<file path="src/rtl/game_sequencer.sv">
// Game-flow controller for the asteroids datapath: phase FSM, score/lives bookkeeping
// and a single-winner spawn scheduler (ship > bullet > round-robin rock).
`timescale 1ns/1ps
module game_sequencer #(
    parameter int START_LIVES       = 3,
    parameter int RESPAWN_FRAMES    = 120,
    parameter int ROCK_SPAWN_FRAMES = 30,
    parameter int FIRE_COOLDOWN     = 8
) (
    input  logic        clk,
    input  logic        reset_game,
    input  logic        frame_tick,
    input  logic        start_btn,
    input  logic        fire_btn,
    input  logic        hit_rock,
    input  logic        hit_ship,
    input  logic [14:0] obj_alive,
    output logic [14:0] spawn,
    output logic        clear_all,
    output logic [2:0]  state,
    output logic [15:0] score,
    output logic [1:0]  lives,
    output logic        game_over
);
    typedef enum logic [2:0] {
        ST_IDLE      = 3'd0,
        ST_RESPAWN   = 3'd1,
        ST_PLAY      = 3'd2,
        ST_DYING     = 3'd3,
        ST_GAME_OVER = 3'd4
    } state_t;

    localparam int DIE_W  = $clog2(RESPAWN_FRAMES + 1);
    localparam int ROCK_W = $clog2(ROCK_SPAWN_FRAMES + 1);
    localparam int COOL_W = $clog2(FIRE_COOLDOWN + 1);
    localparam logic [DIE_W-1:0]  DIE_LAST   = DIE_W'(RESPAWN_FRAMES - 1);
    localparam logic [ROCK_W-1:0] ROCK_LAST  = ROCK_W'(ROCK_SPAWN_FRAMES - 1);
    localparam logic [COOL_W-1:0] COOL_INIT  = COOL_W'(FIRE_COOLDOWN);
    localparam logic [1:0]        LIVES_INIT = 2'(START_LIVES);

    state_t              state_q, state_d;
    logic [15:0]         score_q, score_d;
    logic [1:0]          lives_q, lives_d;
    logic [14:0]         spawn_q, spawn_d;
    logic                clear_all_q, clear_all_d;
    logic                game_over_q, game_over_d;
    logic                start_prev_q, fire_prev_q;
    logic                ship_issued_q, ship_issued_d;
    logic [COOL_W-1:0]   cooldown_q, cooldown_d;
    logic [ROCK_W-1:0]   rock_timer_q, rock_timer_d;
    logic                rock_pending_q, rock_pending_d;
    logic [3:0]          rock_ptr_q, rock_ptr_d;
    logic [DIE_W-1:0]    die_cnt_q, die_cnt_d;

    logic        start_press, fire_press, active;
    logic        ship_grant, fire_req, bullet_grant, rock_grant;
    logic        bullet_found, rock_found;
    logic [3:0]  bullet_onehot, rock_sel;
    logic [9:0]  rock_onehot;
    logic [4:0]  rock_start, rock_idx;

    always_comb begin
        state_d        = state_q;
        score_d        = score_q;
        lives_d        = lives_q;
        spawn_d        = '0;
        clear_all_d    = 1'b0;
        ship_issued_d  = ship_issued_q;
        cooldown_d     = cooldown_q;
        rock_timer_d   = rock_timer_q;
        rock_pending_d = rock_pending_q;
        rock_ptr_d     = rock_ptr_q;
        die_cnt_d      = die_cnt_q;

        start_press = start_btn && !start_prev_q;
        fire_press  = fire_btn && !fire_prev_q;
        active      = (state_q == ST_PLAY) || (state_q == ST_DYING);

        bullet_found  = 1'b0;
        bullet_onehot = '0;
        for (int k = 0; k < 4; k++) begin
            if (!bullet_found && !obj_alive[k+1]) begin
                bullet_found     = 1'b1;
                bullet_onehot[k] = 1'b1;
            end
        end

        // Circular search starts just after the last granted rock; a pointer outside 5..13 restarts at slot 5.
        rock_start = (rock_ptr_q >= 4'd5 && rock_ptr_q <= 4'd13) ? 5'(rock_ptr_q - 4'd4) : 5'd0;
        rock_found = 1'b0;
        rock_sel   = '0;
        rock_idx   = '0;
        for (int i = 0; i < 10; i++) begin
            rock_idx = rock_start + 5'(i);
            if (rock_idx >= 5'd10)
                rock_idx = rock_idx - 5'd10;
            if (!rock_found && !obj_alive[5 + rock_idx[3:0]]) begin
                rock_found = 1'b1;
                rock_sel   = rock_idx[3:0];
            end
        end
        rock_onehot = 10'd1 << rock_sel;

        // Nothing outranks a bullet in PLAY, so a fire request is served or dropped in its own cycle.
        ship_grant   = (state_q == ST_RESPAWN) && !ship_issued_q;
        fire_req     = (state_q == ST_PLAY) && fire_press && (cooldown_q == '0);
        bullet_grant = fire_req && bullet_found;
        rock_grant   = rock_pending_q && rock_found && !ship_grant && !bullet_grant &&
                       (state_q inside {ST_RESPAWN, ST_PLAY, ST_DYING});

        if (ship_grant)
            spawn_d = 15'h0001;
        else if (bullet_grant)
            spawn_d = {10'd0, bullet_onehot, 1'b0};
        else if (rock_grant)
            spawn_d = {rock_onehot, 5'd0};

        if (bullet_grant)
            cooldown_d = COOL_INIT;
        else if (frame_tick && cooldown_q != '0 && state_q != ST_GAME_OVER)
            cooldown_d = cooldown_q - 1'b1;

        if (rock_grant) begin
            rock_pending_d = 1'b0;
            rock_ptr_d     = rock_sel + 4'd5;
        end
        if (active && frame_tick) begin
            if (rock_timer_q == ROCK_LAST) begin
                rock_timer_d   = '0;
                rock_pending_d = 1'b1;
            end else begin
                rock_timer_d = rock_timer_q + 1'b1;
            end
        end

        if (active && hit_rock && score_q != 16'hFFFF)
            score_d = score_q + 16'd1;

        case (state_q)
            ST_IDLE, ST_GAME_OVER: begin
                if (start_press) begin
                    state_d        = ST_RESPAWN;
                    clear_all_d    = 1'b1;
                    score_d        = '0;
                    lives_d        = LIVES_INIT;
                    cooldown_d     = '0;
                    rock_timer_d   = '0;
                    rock_pending_d = 1'b0;
                    ship_issued_d  = 1'b0;
                end
            end
            ST_RESPAWN: begin
                if (ship_issued_q) begin
                    state_d       = ST_PLAY;
                    ship_issued_d = 1'b0;
                end else begin
                    ship_issued_d = 1'b1;
                end
            end
            ST_PLAY: begin
                if (hit_ship) begin
                    lives_d   = lives_q - 2'd1;
                    die_cnt_d = '0;
                    state_d   = (lives_q == 2'd1) ? ST_GAME_OVER : ST_DYING;
                end
            end
            ST_DYING: begin
                if (frame_tick) begin
                    if (die_cnt_q == DIE_LAST) begin
                        state_d       = ST_RESPAWN;
                        ship_issued_d = 1'b0;
                    end else begin
                        die_cnt_d = die_cnt_q + 1'b1;
                    end
                end
            end
            default: state_d = ST_IDLE;
        endcase

        game_over_d = (state_d == ST_GAME_OVER);
    end

    always_ff @(posedge clk or posedge reset_game) begin
        if (reset_game) begin
            state_q        <= ST_IDLE;
            score_q        <= '0;
            lives_q        <= LIVES_INIT;
            spawn_q        <= '0;
            clear_all_q    <= 1'b0;
            game_over_q    <= 1'b0;
            start_prev_q   <= 1'b0;
            fire_prev_q    <= 1'b0;
            ship_issued_q  <= 1'b0;
            cooldown_q     <= '0;
            rock_timer_q   <= '0;
            rock_pending_q <= 1'b0;
            rock_ptr_q     <= '0;
            die_cnt_q      <= '0;
        end else begin
            state_q        <= state_d;
            score_q        <= score_d;
            lives_q        <= lives_d;
            spawn_q        <= spawn_d;
            clear_all_q    <= clear_all_d;
            game_over_q    <= game_over_d;
            start_prev_q   <= start_btn;
            fire_prev_q    <= fire_btn;
            ship_issued_q  <= ship_issued_d;
            cooldown_q     <= cooldown_d;
            rock_timer_q   <= rock_timer_d;
            rock_pending_q <= rock_pending_d;
            rock_ptr_q     <= rock_ptr_d;
            die_cnt_q      <= die_cnt_d;
        end
    end

    assign spawn     = spawn_q;
    assign clear_all = clear_all_q;
    assign state     = state_q;
    assign score     = score_q;
    assign lives     = lives_q;
    assign game_over = game_over_q;
endmodule
</file>
<file path="config.mk">
export PLATFORM = sky130hd
export DESIGN_NAME = game_sequencer
export DESIGN_NICKNAME = d
export VERILOG_FILES = /design/src/rtl/game_sequencer.sv
export SDC_FILE = /design/constraint.sdc
export NUM_CORES = 1
export LEC_CHECK = 0
export ABC_AREA = 1
export ABC_CLOCK_PERIOD_IN_PS = 6950
export CELL_PAD_IN_SITES_DETAIL_PLACEMENT = 0
export CELL_PAD_IN_SITES_GLOBAL_PLACEMENT = 1
export CORE_AREA = 2 2 128 130
export CTS_BUF_LIST = sky130_fd_sc_hd__clkbuf_4 sky130_fd_sc_hd__clkbuf_8 sky130_fd_sc_hd__clkbuf_16
export DETAILED_ROUTE_END_ITERATION = 10
export DIE_AREA = 0 0 130 132
export PLACE_DENSITY_LB_ADDON = 0.1
export SKIP_CTS_REPAIR_TIMING = 1
export SKIP_LAST_GASP = 1
export SYNTH_ARGS = -nofsm -noshare
export SYNTH_HDL_FRONTEND = slang
export SYNTH_SLANG_ARGS = --single-unit
export TNS_END_PERCENT = 20
</file>
<file path="constraint.sdc">
create_clock -name clk -period 6.95 [get_ports clk]
set_input_delay 1.39 -clock clk [delete_from_list [all_inputs] [get_ports clk]]
set_output_delay 1.39 -clock clk [all_outputs]
set_load 0.05 [all_outputs]
</file>
# == Word level (Yosys, flattened, before mapping) ==
# Cells that the tools add are included.
# W data, S select, Z words.
# totals
register_bits,62
latchBits,0
ramBits,0
rom_bits,0
in_bits,22
output_inout_bits,38
word_cells,253
n_memories,0
# classes
addsub,36
multipliers,0
div_mod_pow,0
order_cmp,22
n_eq_ne,15
shift,1
n_mux,98
bitwise,0
reduce_logical,67
# op_table
op,count
$mux W4,24
$add A3 B4 Y5 const A,10
$ge A5 B4 Y1 const B,10
$lt A5 B5 Y1 const B,10
$mux W16,3
$mux W15,3
$bmux W1 S4,10
$sub A4 B4 Y4 const B,10
$mux W1,38
$logic_and A1 B1 Y1,28
$logic_not A1 Y1,27
$mux W5,5
$mux W7,3
$add A5 B3 Y5 const B,4
$mux W3,6
$add A16 B1 Y16 const B,1
$ne A16 B16 Y1 const B,1
$pmux W7 S2,1
$pmux W3 S4,1
$add A5 B1 Y5 const B,2
$add A5 B2 Y5 const B,2
$add A5 B4 Y5 const B,2
$shl A1 B4 Y10 const A,1
$ne A2 B2 Y1 const B,4
27 further kinds,33

# == Logic depth before layout (Yosys ltp) ==
# Gate-level depths: netlist (run 1).
# depth
word_depth,45
depth_mapped,43
mapped_depth_nobuf,41

# == Worst setup path after synthesis (run 1) ==
# No wires, ideal clock.
# synth_timing
path_type,register to register
startpoint,register rock_ptr_q[3]
endpoint,register rock_ptr_q[2]
setup_time_ps,127
arrival_ps,5587
required_ps,6823
setup_slack_ps,1236
path_stages_with_launch,37
path_buffers,0
period_less_slack_ps,5714
cell_sequence,dfrtp_1 inv_1 ha_1 o21ai_2 nand2_4 nand2_1 nor2_1 inv_1 ha_1 inv_1 ha_1 o21ai_0 nand3_2 nand3_2 nand2_1 nand2_1 inv_1 ha_1 inv_1 o21ai_0 inv_1 nand3_1 nand2_1 nand2_1 nand2_1 nand3_4 nor2_4 nand4_2 nor2_4 nand3_2 or2_1 nand2_1 inv_1 ha_1 ha_1 nand2_1 o21ai_0
# synth_via
elab_chain_cells,40
elab_cells_between_ends,125
classes_between,add/sub: 31; order compare: 12; mux: 51; reduce/logical: 31
# synth_rtl
element,line,rtl
start: declaration,52,"logic [3:0] rock_ptr_q, rock_ptr_d;"
start signal: assignment,212,rock_ptr_q <= rock_ptr_d;
$ge A4 B3 Y1 / $le A4 B4 Y1 (equally long branches),89,rock_start = (rock_ptr_q >= 4'd5 && rock_ptr_q <= 4'd13) ? 5'(rock_ptr_q - 4'd4) : 5'd0;
$logic_and A1 B1 Y1,89,
$mux W5 *,89,
branches (longest 37 deep; another with $add A5 B1 Y5),-,
# Every way passes the cells marked *. The select of a mux whose other input is x is not followed.
# A chain may end at the register's enable or synchronous reset.

# == Final worst setup path (run 1) ==
# Ends and elaborated chain as after synthesis.

==> flow_summary.yaml, run 1 <==
sta:
  finalSetupViolCount: 0
  period_share_pct: 86.06
  setup_tns_ps: 0
  finClkSkew_ps: 8.450
  hold_violations: 0
  worst_pin_slew_ps: 971.2
  fmaxAchievable_mhz: 167.2
  rsz0062_at_grt: "no"
  min_period_ps: 5981
  relSlewSlack_pct: 35.01
  maxSlewViolCount: 0
synthesis:
  synth-edff-count: 0
  syn_inst: 1030
  synth_common_cells: "nand2_1, inv_1, nand3_1"
  synth_nets: 1098
  ys_async_sr_fraction_pct: 100.0
  synth.area.top_cells: "dfrtp_1, nand2_1, ha_1"
  synthMostInstantiatedCell: "nand2_1"
  synth_cell_types: 53
  synth.ff_latch_count: 62
  synth_top_cell_by_area: "dfrtp_1"
  synth.yosys.seq_area_share_pct: 23.89
  syn_avg_cell_area_sq_um: 6.316
  netlist_area_sq_mm: 0.006505
  synthFlopType: "dfrtp_1"
  yosysTopAreaCellShare_pct: 23.08
  ys_warn_count: 0
worst_hold_path:
  hold_path_class: "flip-flop to flip-flop"
pwr:
  powerDensity_mw_per_mm2: 198.2
  p_sw_uw: 579.8
  combPwrFrac_pct: 35.7
  pwr-share-clk_pct: 32.2
  p_leak_uw: 0.003830
  swShare_pct: 38.24
  ir_drop_mv: 0.2201
  seqPwrFrac_pct: 32.0
  internal_power_uw: 936.4
cells_and_area:
  n_fill_cell: 1648
  antennaDiodeCount: 0
  seq_area_sq_mm: 0.001554
  fin_nets: 1162
  area_growth_pct: 17.62
  multiInputGateArea_sq_mm: 0.004294
  drive_gt1_share_pct: 7.923
  finish.utilization_pct: 48.69
clock_network:
  cts_tree: "built"
  clk_pin_slew_ps: 60
  clock_path_buffers: 2
  clock_latency_ps: 330
  clockRootBuffer: "clkbuf_16"
  numCtsBuffers: 9
  cts.sinks: 62
  htree_levels: 3
critical_path:
  worstSetupEndpointType: "flip-flop"
  critPathLaunchType: "flip-flop"
  worstPathRequired_ps: 7160
  cp_common_cell: "nand2_1"
  cp_slowest_stage_delay_ps: 450
  crit_type: "flip-flop to flip-flop"
  arrival_ps: 6190
  slowest_stage: "ha_1"
  critPathMaxFanout: 11
floorplanning:
  fp.coreArea_sq_mm: 0.01571
  boundaryPins: 60
  fp.dieH_um: 132
  initial_utilization_pct: 41.40
  die_width_um: 130
  die_area_sq_mm: 0.01716
  rows: 46
placed_design:
  port_buffers: 59
  place_congestion: 0.9429
  hpwl_um: 14720
route:
  routed-wl-met3_um: 632
  viasPerCell: 5.049
  wl_met2_um: 8839
  highest_layer: "met4"
  drc: 0
  met1_length_um: 8693
  first_pass_iters: 5
  ant_nets: 0
  num_vias: 6635
  dr.first_iter.drc_count: 341
  wl_um: 18510
  wire_per_inst_um: 14.08
global_routing:
  grt_pass1_wl_um: 30770
  grt_usage_pct: 22.22
  grt_overflow_total: 0
  grt_max_degree: 54
  first_global_vias: 6198
  antenna_found_initial: 0
run:
  max_cap_viol_count: 0
outcome:
  status: "completed"
cell usage in the layout (no fill, tap or decap), drive strengths merged:
cell and count:
nand2 316, inv 154, nand3 125, o21ai 96, nor2 81, dfrtp 60
clkdlybuf4s50 59, ha 46, nand4 29, a21oi 26, nor3 18, xor2 12
clkbuf 11, or2 6, nor4 5, xnor2 5, buf 5, nand3b 5
nor3b 4, and2 4, o211ai 4, o31ai 3, mux2i 3, o22ai 3
clkinv 3, a221oi 2, a31oi 2, bufinv 2, dfstp 2, o21a 1
nor2b 1, o311ai 1, mux2 1, o2111ai 1, or3 1, a211oi 1
cell type report:
| cell class | instances | share of cell area (%) |
|---|---|---|
| clock buffer | 11 | 3.303 |
| clock inverter | 4 | 0.9158 |
| inverter | 155 | 7.604 |
| multi-input combinational | 802 | 56.12 |
| sequential | 62 | 20.31 |
| tap | 216 | 3.532 |
| timing repair buffer | 64 | 8.209 |
registers in the layout (all words and copies together) (netlist names), 2 cells and up:
signal and cells:
state 3, spawn 15, rock_ptr_q 4, score 16
cooldown_q 4, rock_timer_q 5, lives 2, die_cnt_q 7
power by group through the flow:
stage	clock network [uW]	registers, uW	logic [uW]
after floorplan	0	590	280
after global placement	0	492	542
after detailed placement	0	488	545
after CTS	501	486	547
after global routing	514	496	608
final	489	486	542
path summary, 6_finish.rpt:
| path | from | to | slack [ps] | cells after the start |
|---|---|---|---|---|
| max | rock_ptr_q[3] | rock_ptr_q[2] | 970 | 37 |
| min | ship_issued_q | spawn[0] | 480 | 1 |
| max reg2reg | rock_ptr_q[3] | rock_ptr_q[2] | 970 | 37 |
| min reg2reg | ship_issued_q | spawn[0] | 480 | 1 |
| max in group asynchronous | reset_game | cooldown_q[3] | 4730 | 3 |
| min in group asynchronous | reset_game | score[1] | 1290 | 2 |
metrics by stage:
step | hold WS [ps] | area [sq um] | setup WS, ps | cells | total power, uW
2_1_floorplan | 434.9 | 6505 | 1236 | 1030 | 869.5
3_3_place_gp | 469.3 | 7328 | 1186 | 1299 | 1034
3_5_place_dp | 464.0 | 7328 | 971.0 | 1299 | 1034
4_1_cts | 481.8 | 7651 | 950.1 | 1314 | 1533
5_1_grt | 502.0 | 7651 | 323.5 | 1314 | 1618
6_report | 485.0 | 7651 | 969.0 | 1314 | 1516
worst max-delay path, delay by kind of cell (launching register included):
kind / cells / cell delay [ps]
buffers and inverters: 8 / 1050
flip-flops: 1 / 410
adder cells (fa/ha/maj): 6 / 1710
AND/OR/NAND/NOR: 19 / 2240
AO/OA/AOI/OAI: 4 / 450
metal layers:
metal	vias up	track usage (%)
met1	3000	29.80
met5	-	0
met3	23	2.841
met4	0	6.750
li1	3489	-
met2	123	37.11
kinds of logic (layout without fill, tap and decap cells):
| kind of cell | count (synthesis) | count (layout) | share of synthesized area (%) |
|---|---|---|---|
| AND/OR/NAND/NOR | 595 | 595 | 41.99 |
| adder cells (fa/ha/maj) | 46 | 46 | 8.848 |
| multiplexers | 4 | 4 | 0.6347 |
| XOR/XNOR | 17 | 17 | 2.520 |
| buffers and inverters | 166 | 234 | 10.10 |
| flip-flops | 62 | 62 | 23.89 |
| AO/OA/AOI/OAI | 140 | 140 | 12.02 |
Power figures use the tool's default switching activity.
==> run 2: changes to the inputs <==
--- a/config.mk
+++ b/config.mk
@@ -14,6 +14,7 @@
 export DETAILED_ROUTE_END_ITERATION = 10
 export DIE_AREA = 0 0 130 132
 export PLACE_DENSITY_LB_ADDON = 0.1
+export REMOVE_ABC_BUFFERS = 1
 export SKIP_CTS_REPAIR_TIMING = 1
 export SKIP_LAST_GASP = 1
 export SYNTH_ARGS = -nofsm -noshare
==> run 2 against run 1 <==
Flip-flop and latch count is the same. Global-route usage is essentially flat. Combinational power grew 0.9%. Fmax shrank 2.5%. Worst hold slack lost 2.1 ps. Largest power group unchanged.
==> flow_summary.yaml, run 2 (synthesis results as in run 1) <==
cells_and_area:
  fin_nets: 1162
  layout_common_cells: "nand2_1, inv_1, nand3_1"
  antennaDiodeCount: 0
  layout_commonest_cell: "nand2_1"
  final_area_sq_mm: 0.007634
  area_growth_pct: 17.35
  largest_register_ffs: 16
  drive_gt1_share_pct: 8.007
floorplanning:
  fp.coreArea_sq_mm: 0.01571
  initial_utilization_pct: 41.40
  boundaryPins: 60
  fp.dieH_um: 132
  die_area_sq_mm: 0.01716
  die_width_um: 130
  rows: 46
route:
  wl_um: 18520
  drc: 0
  num_vias: 6714
  ant_nets: 0
  dr.first_iter.drc_count: 420
  wire_per_inst_um: 14.09
  viasPerCell: 5.106
  first_pass_iters: 5
sta:
  relSlewSlack_pct: 34.23
  finClkSkew_ps: 8.945
  maxSlewViolCount: 0
  min_period_ps: 6137
  worst_pin_slew_ps: 982.9
  fmaxAchievable_mhz: 163.0
  setup_tns_ps: 0
  period_share_pct: 88.30
  rsz0062_at_grt: "no"
  hold_violations: 0
  finalSetupViolCount: 0
pwr:
  powerDensity_mw_per_mm2: 194.4
  swShare_pct: 39.46
  ir_drop_mv: 0.2076
  pwr-share-clk_pct: 30.6
  combPwrFrac_pct: 36.9
  p_sw_uw: 585.7
  internal_power_uw: 898.6
  p_leak_uw: 0.003814
  seqPwrFrac_pct: 32.6
global_routing:
  grt_use_met3_pct: 2.679
  top_usage_layer: "met2"
  grt_overflow_total: 0
  antenna_found_initial: 0
  met1_usage_pct: 30.07
  first_global_vias: 6319
  use_met2_pct: 37.06
  grt_max_degree: 63
  grt_usage_pct: 22.18
  grt_pass1_wl_um: 30900
placed_design:
  hpwl_um: 14780
  placed_cell_area_sq_mm: 0.007328
  port_buffers: 59
  place_congestion: 0.8965
critical_path:
  cp_slowest_stage_delay_ps: 660
  critPathMaxFanout: 34
  startpoint: "rock_ptr_q[3]"
  slowest_stage: "ha_1"
  worstPathRequired_ps: 7160
  r2r-start: "rock_ptr_q[3]"
  reg2regPathDepth: 34
  ff2ff_setup_slack_ps: 810
  cp_common_cell: "nand2_1"
  worstSetupEndpointType: "flip-flop"
  crit_type: "flip-flop to flip-flop"
  arrival_ps: 6350
  rr_endpoint: "rock_ptr_q[2]"
  critPathLaunchType: "flip-flop"
worst_hold_path:
  hold_path_class: "flip-flop to flip-flop"
  hold_depth: 1
  hold_start: "ship_issued_q"
  hold_end: "spawn[0]"
clock_network:
  cts.sinks: 62
  clk_pin_slew_ps: 60
  numCtsBuffers: 9
  clock_latency_ps: 330
  cts_tree: "built"
  clockRootBuffer: "clkbuf_16"
  clock_path_buffers: 2
  htree_levels: 3
run:
  max_cap_viol_count: 0
outcome:
  status: "completed"
run 2: cell types whose count changed in the layout (fill, tap and decap cells not counted), sizes merged:
cell / delta
clkinvlp: +2
bufinv: -1
run 2: cell type report:
| class | count | area [sq um] |
|---|---|---|
| Clock inverter | 5 | 58.81 |
| Multi-Input combinational cell | 802 | 4294 |
| Tap cell | 216 | 270.3 |
| Sequential cell | 62 | 1554 |
| Timing Repair Buffer | 64 | 628.1 |
| Fill cell | 1708 | 8079 |
| Clock buffer | 11 | 246.5 |
| Inverter | 155 | 581.8 |
run 2: worst max-delay path by stage:
| stage | end | slack (ps) | cells past startpoint |
|---|---|---|---|
| finish | rock_ptr_q[2] | 810 | 34 |
| floorplan | rock_ptr_q[2] | 1240 | 36 |
| detailed placement | rock_ptr_q[2] | 830 | 34 |
| global placement | rock_ptr_q[2] | 1030 | 34 |
| global route | rock_ptr_q[2] | 240 | 34 |
| CTS | rock_ptr_q[2] | 830 | 34 |
run 2: critical path, delay by kind of cell, from the launching register on:
kind	cells	cell delay, ps
fa+ha+maj	6	1910
buf+inv	6	800
simple gates	18	2420
compound gates	4	450
flops	1	410
run 2: routing by layer:
metal	share of wire, %	up-vias
met5	0	-
met4	2.0	0
met3	3.8	21
met2	48	121
met1	46	3062
li1	-	3510
run 2: power by group through the flow:
stage | clock (uW) | sequential [uW] | combinational (uW)
after floorplan | 0 | 590 | 279
after global placement | 0 | 490 | 548
after detailed placement | 0 | 488 | 551
after CTS | 465 | 484 | 554
after global routing | 478 | 494 | 620
final | 453 | 484 | 547
run 2: stage by stage:
| step | hold slack, ps | cells | setup WS [ps] | utilization (%) | power [uW] |
|---|---|---|---|---|---|
| 5_1_grt | 521.0 | 1315 | 237.5 | 48.58 | 1592 |
| 3_3_place_gp | 477.6 | 1299 | 1032 | 46.64 | 1039 |
| 6_report | 482.9 | 1315 | 813.2 | 48.58 | 1484 |
| 4_1_cts | 488.5 | 1315 | 828.6 | 48.58 | 1503 |
| 2_1_floorplan | 434.9 | 1019 | 1236 | - | 868.0 |
| 3_5_place_dp | 478.3 | 1299 | 825.3 | 46.64 | 1039 |
==> run 3: changes to the inputs <==
--- a/config.mk
+++ b/config.mk
@@ -9,10 +9,10 @@
 export ABC_CLOCK_PERIOD_IN_PS = 6950
 export CELL_PAD_IN_SITES_DETAIL_PLACEMENT = 0
 export CELL_PAD_IN_SITES_GLOBAL_PLACEMENT = 1
-export CORE_AREA = 2 2 128 130
+export CORE_AREA = 5 5 131 133
 export CTS_BUF_LIST = sky130_fd_sc_hd__clkbuf_4 sky130_fd_sc_hd__clkbuf_8 sky130_fd_sc_hd__clkbuf_16
 export DETAILED_ROUTE_END_ITERATION = 10
-export DIE_AREA = 0 0 130 132
+export DIE_AREA = 0 0 136 138
 export PLACE_DENSITY_LB_ADDON = 0.1
 export REMOVE_ABC_BUFFERS = 1
 export SKIP_CTS_REPAIR_TIMING = 1
==> run 3 against run 2 <==
Wire length up 1.6%. Sequential power up 0.8%. Core utilization unchanged. Worst hold slack better by 9.9 ps. Clock power up 0.9%.
==> flow_summary.yaml, run 3 (synthesis results as in run 1) <==
pwr:
  ir_drop_mv: 0.2070
  powerDensity_mw_per_mm2: 195.2
  p_leak_uw: 0.003811
clock_network:
  numCtsBuffers: 9
  clock_path_buffers: 2
  clockRootBuffer: "clkbuf_16"
  cts.sinks: 62
  htree_levels: 3
  clock_latency_ps: 340
  cts_tree: "built"
  clk_pin_slew_ps: 60
floorplanning:
  die_width_um: 136
  boundaryPins: 60
  initial_utilization_pct: 41.40
  fp.coreArea_sq_mm: 0.01571
  fp.dieH_um: 138
  rows: 46
  die_area_sq_mm: 0.01877
cells_and_area:
  largest_register_ffs: 16
  fin_nets: 1162
  antennaDiodeCount: 0
  drive_gt1_share_pct: 8.007
  layout_common_cells: "nand2_1, inv_1, nand3_1"
  area_growth_pct: 17.35
  layout_commonest_cell: "nand2_1"
sta:
  fin_ws_ps: 866.1
  fmaxAchievable_mhz: 164.4
  worst_pin_slew_ps: 1006
  hold_violations: 0
  min_period_ps: 6084
  finalSetupViolCount: 0
  finClkSkew_ps: 10.46
  maxSlewViolCount: 0
  setup_tns_ps: 0
  relSlewSlack_pct: 32.67
  period_share_pct: 87.54
  rsz0062_at_grt: "no"
placed_design:
  detailedPlace.worstSlack_ps: 851.9
  place_congestion: 0.9391
  port_buffers: 59
  hpwl_um: 15040
critical_path:
  critPathMaxFanout: 11
  cp_slowest_stage_delay_ps: 460
  critical_path_buf_inv_count: 9
  startpoint: "rock_ptr_q[3]"
  crit_type: "flip-flop to flip-flop"
  cp_common_cell: "nand2_1"
  slowest_stage: "ha_1"
  worstSetupEndpointType: "flip-flop"
  worstPathRequired_ps: 7170
  cp_top_family: "simple AND/OR/NAND/NOR gates"
  critPathLaunchType: "flip-flop"
  r2r-start: "rock_ptr_q[3]"
  arrival_ps: 6300
global_routing:
  antenna_found_initial: 0
  grt_pass1_wl_um: 31190
  first_global_vias: 6314
  grt_overflow_total: 0
  grt_usage_pct: 20.30
  grt_max_degree: 63
route:
  drc: 0
  dr.first_iter.drc_count: 355
  num_vias: 6616
  wire_per_inst_um: 14.31
  ant_nets: 0
  wl_um: 18820
  first_pass_iters: 5
  viasPerCell: 5.031
worst_hold_path:
  hold_start: "ship_issued_q"
  hold_path_class: "flip-flop to flip-flop"
outcome:
  status: "completed"
run:
  max_cap_viol_count: 0
[run 3: cell count changes in the layout (fill, tap and decap cells not counted)]
cell / before / now
inv_6: 0 / 3
clkbuf_4: 1 / 0
clkbuf_8: 1 / 0
clkinv_2: 1 / 0
[run 3: final cells by class]
class	instances	area [sq um]
Sequential cell	62	1554
Timing Repair Buffer	64	628.1
Clock inverter	7	80.08
Tap cell	216	270.3
Inverter	155	581.8
Fill cell	1620	8079
Clock buffer	9	225.2
Multi-Input combinational cell	802	4294
[run 3: power breakdown]
group          internal [uW]  switching [uW]  leakage (uW)
Sequential               429            59.1      0.000819
Combinational            178             367       0.00285
Clock                    282             176      0.000143
Total                    889             602       0.00381
[run 3: final timing paths]
kind | to | slack [ps] | cells past startpoint
worst max-delay path | rock_ptr_q[2] | 870 | 38
worst min-delay path | spawn[0] | 490 | 1
worst max register to register | rock_ptr_q[2] | 870 | 38
worst min register to register | spawn[0] | 490 | 1
max in group asynchronous | spawn[2] | 4810 | 3
min in group asynchronous | score[14] | 1610 | 3
[run 3: routing by layer]
metal | vias up | share of wire (%) | track usage, %
met1 | 2991 | 46 | 26.64
li1 | 3501 | - | -
met3 | 23 | 3.1 | 2.540
met2 | 101 | 49 | 34.94
met5 | - | 0 | 0
met4 | 0 | 2.0 | 5.623
[run 3: stage by stage]
stage / hold slack (ps) / total power [uW] / std cells / utilization (%) / instance area (sq um)
floorplan: 434.9 / 868.0 / 1019 / - / 6430
global placement: 484.8 / 1038 / 1299 / 46.64 / 7328
detailed placement: 477.5 / 1039 / 1299 / 46.64 / 7328
CTS: 489.7 / 1507 / 1315 / 48.58 / 7634
global route: 519.2 / 1596 / 1315 / 48.58 / 7634
finish: 492.8 / 1490 / 1315 / 48.58 / 7634
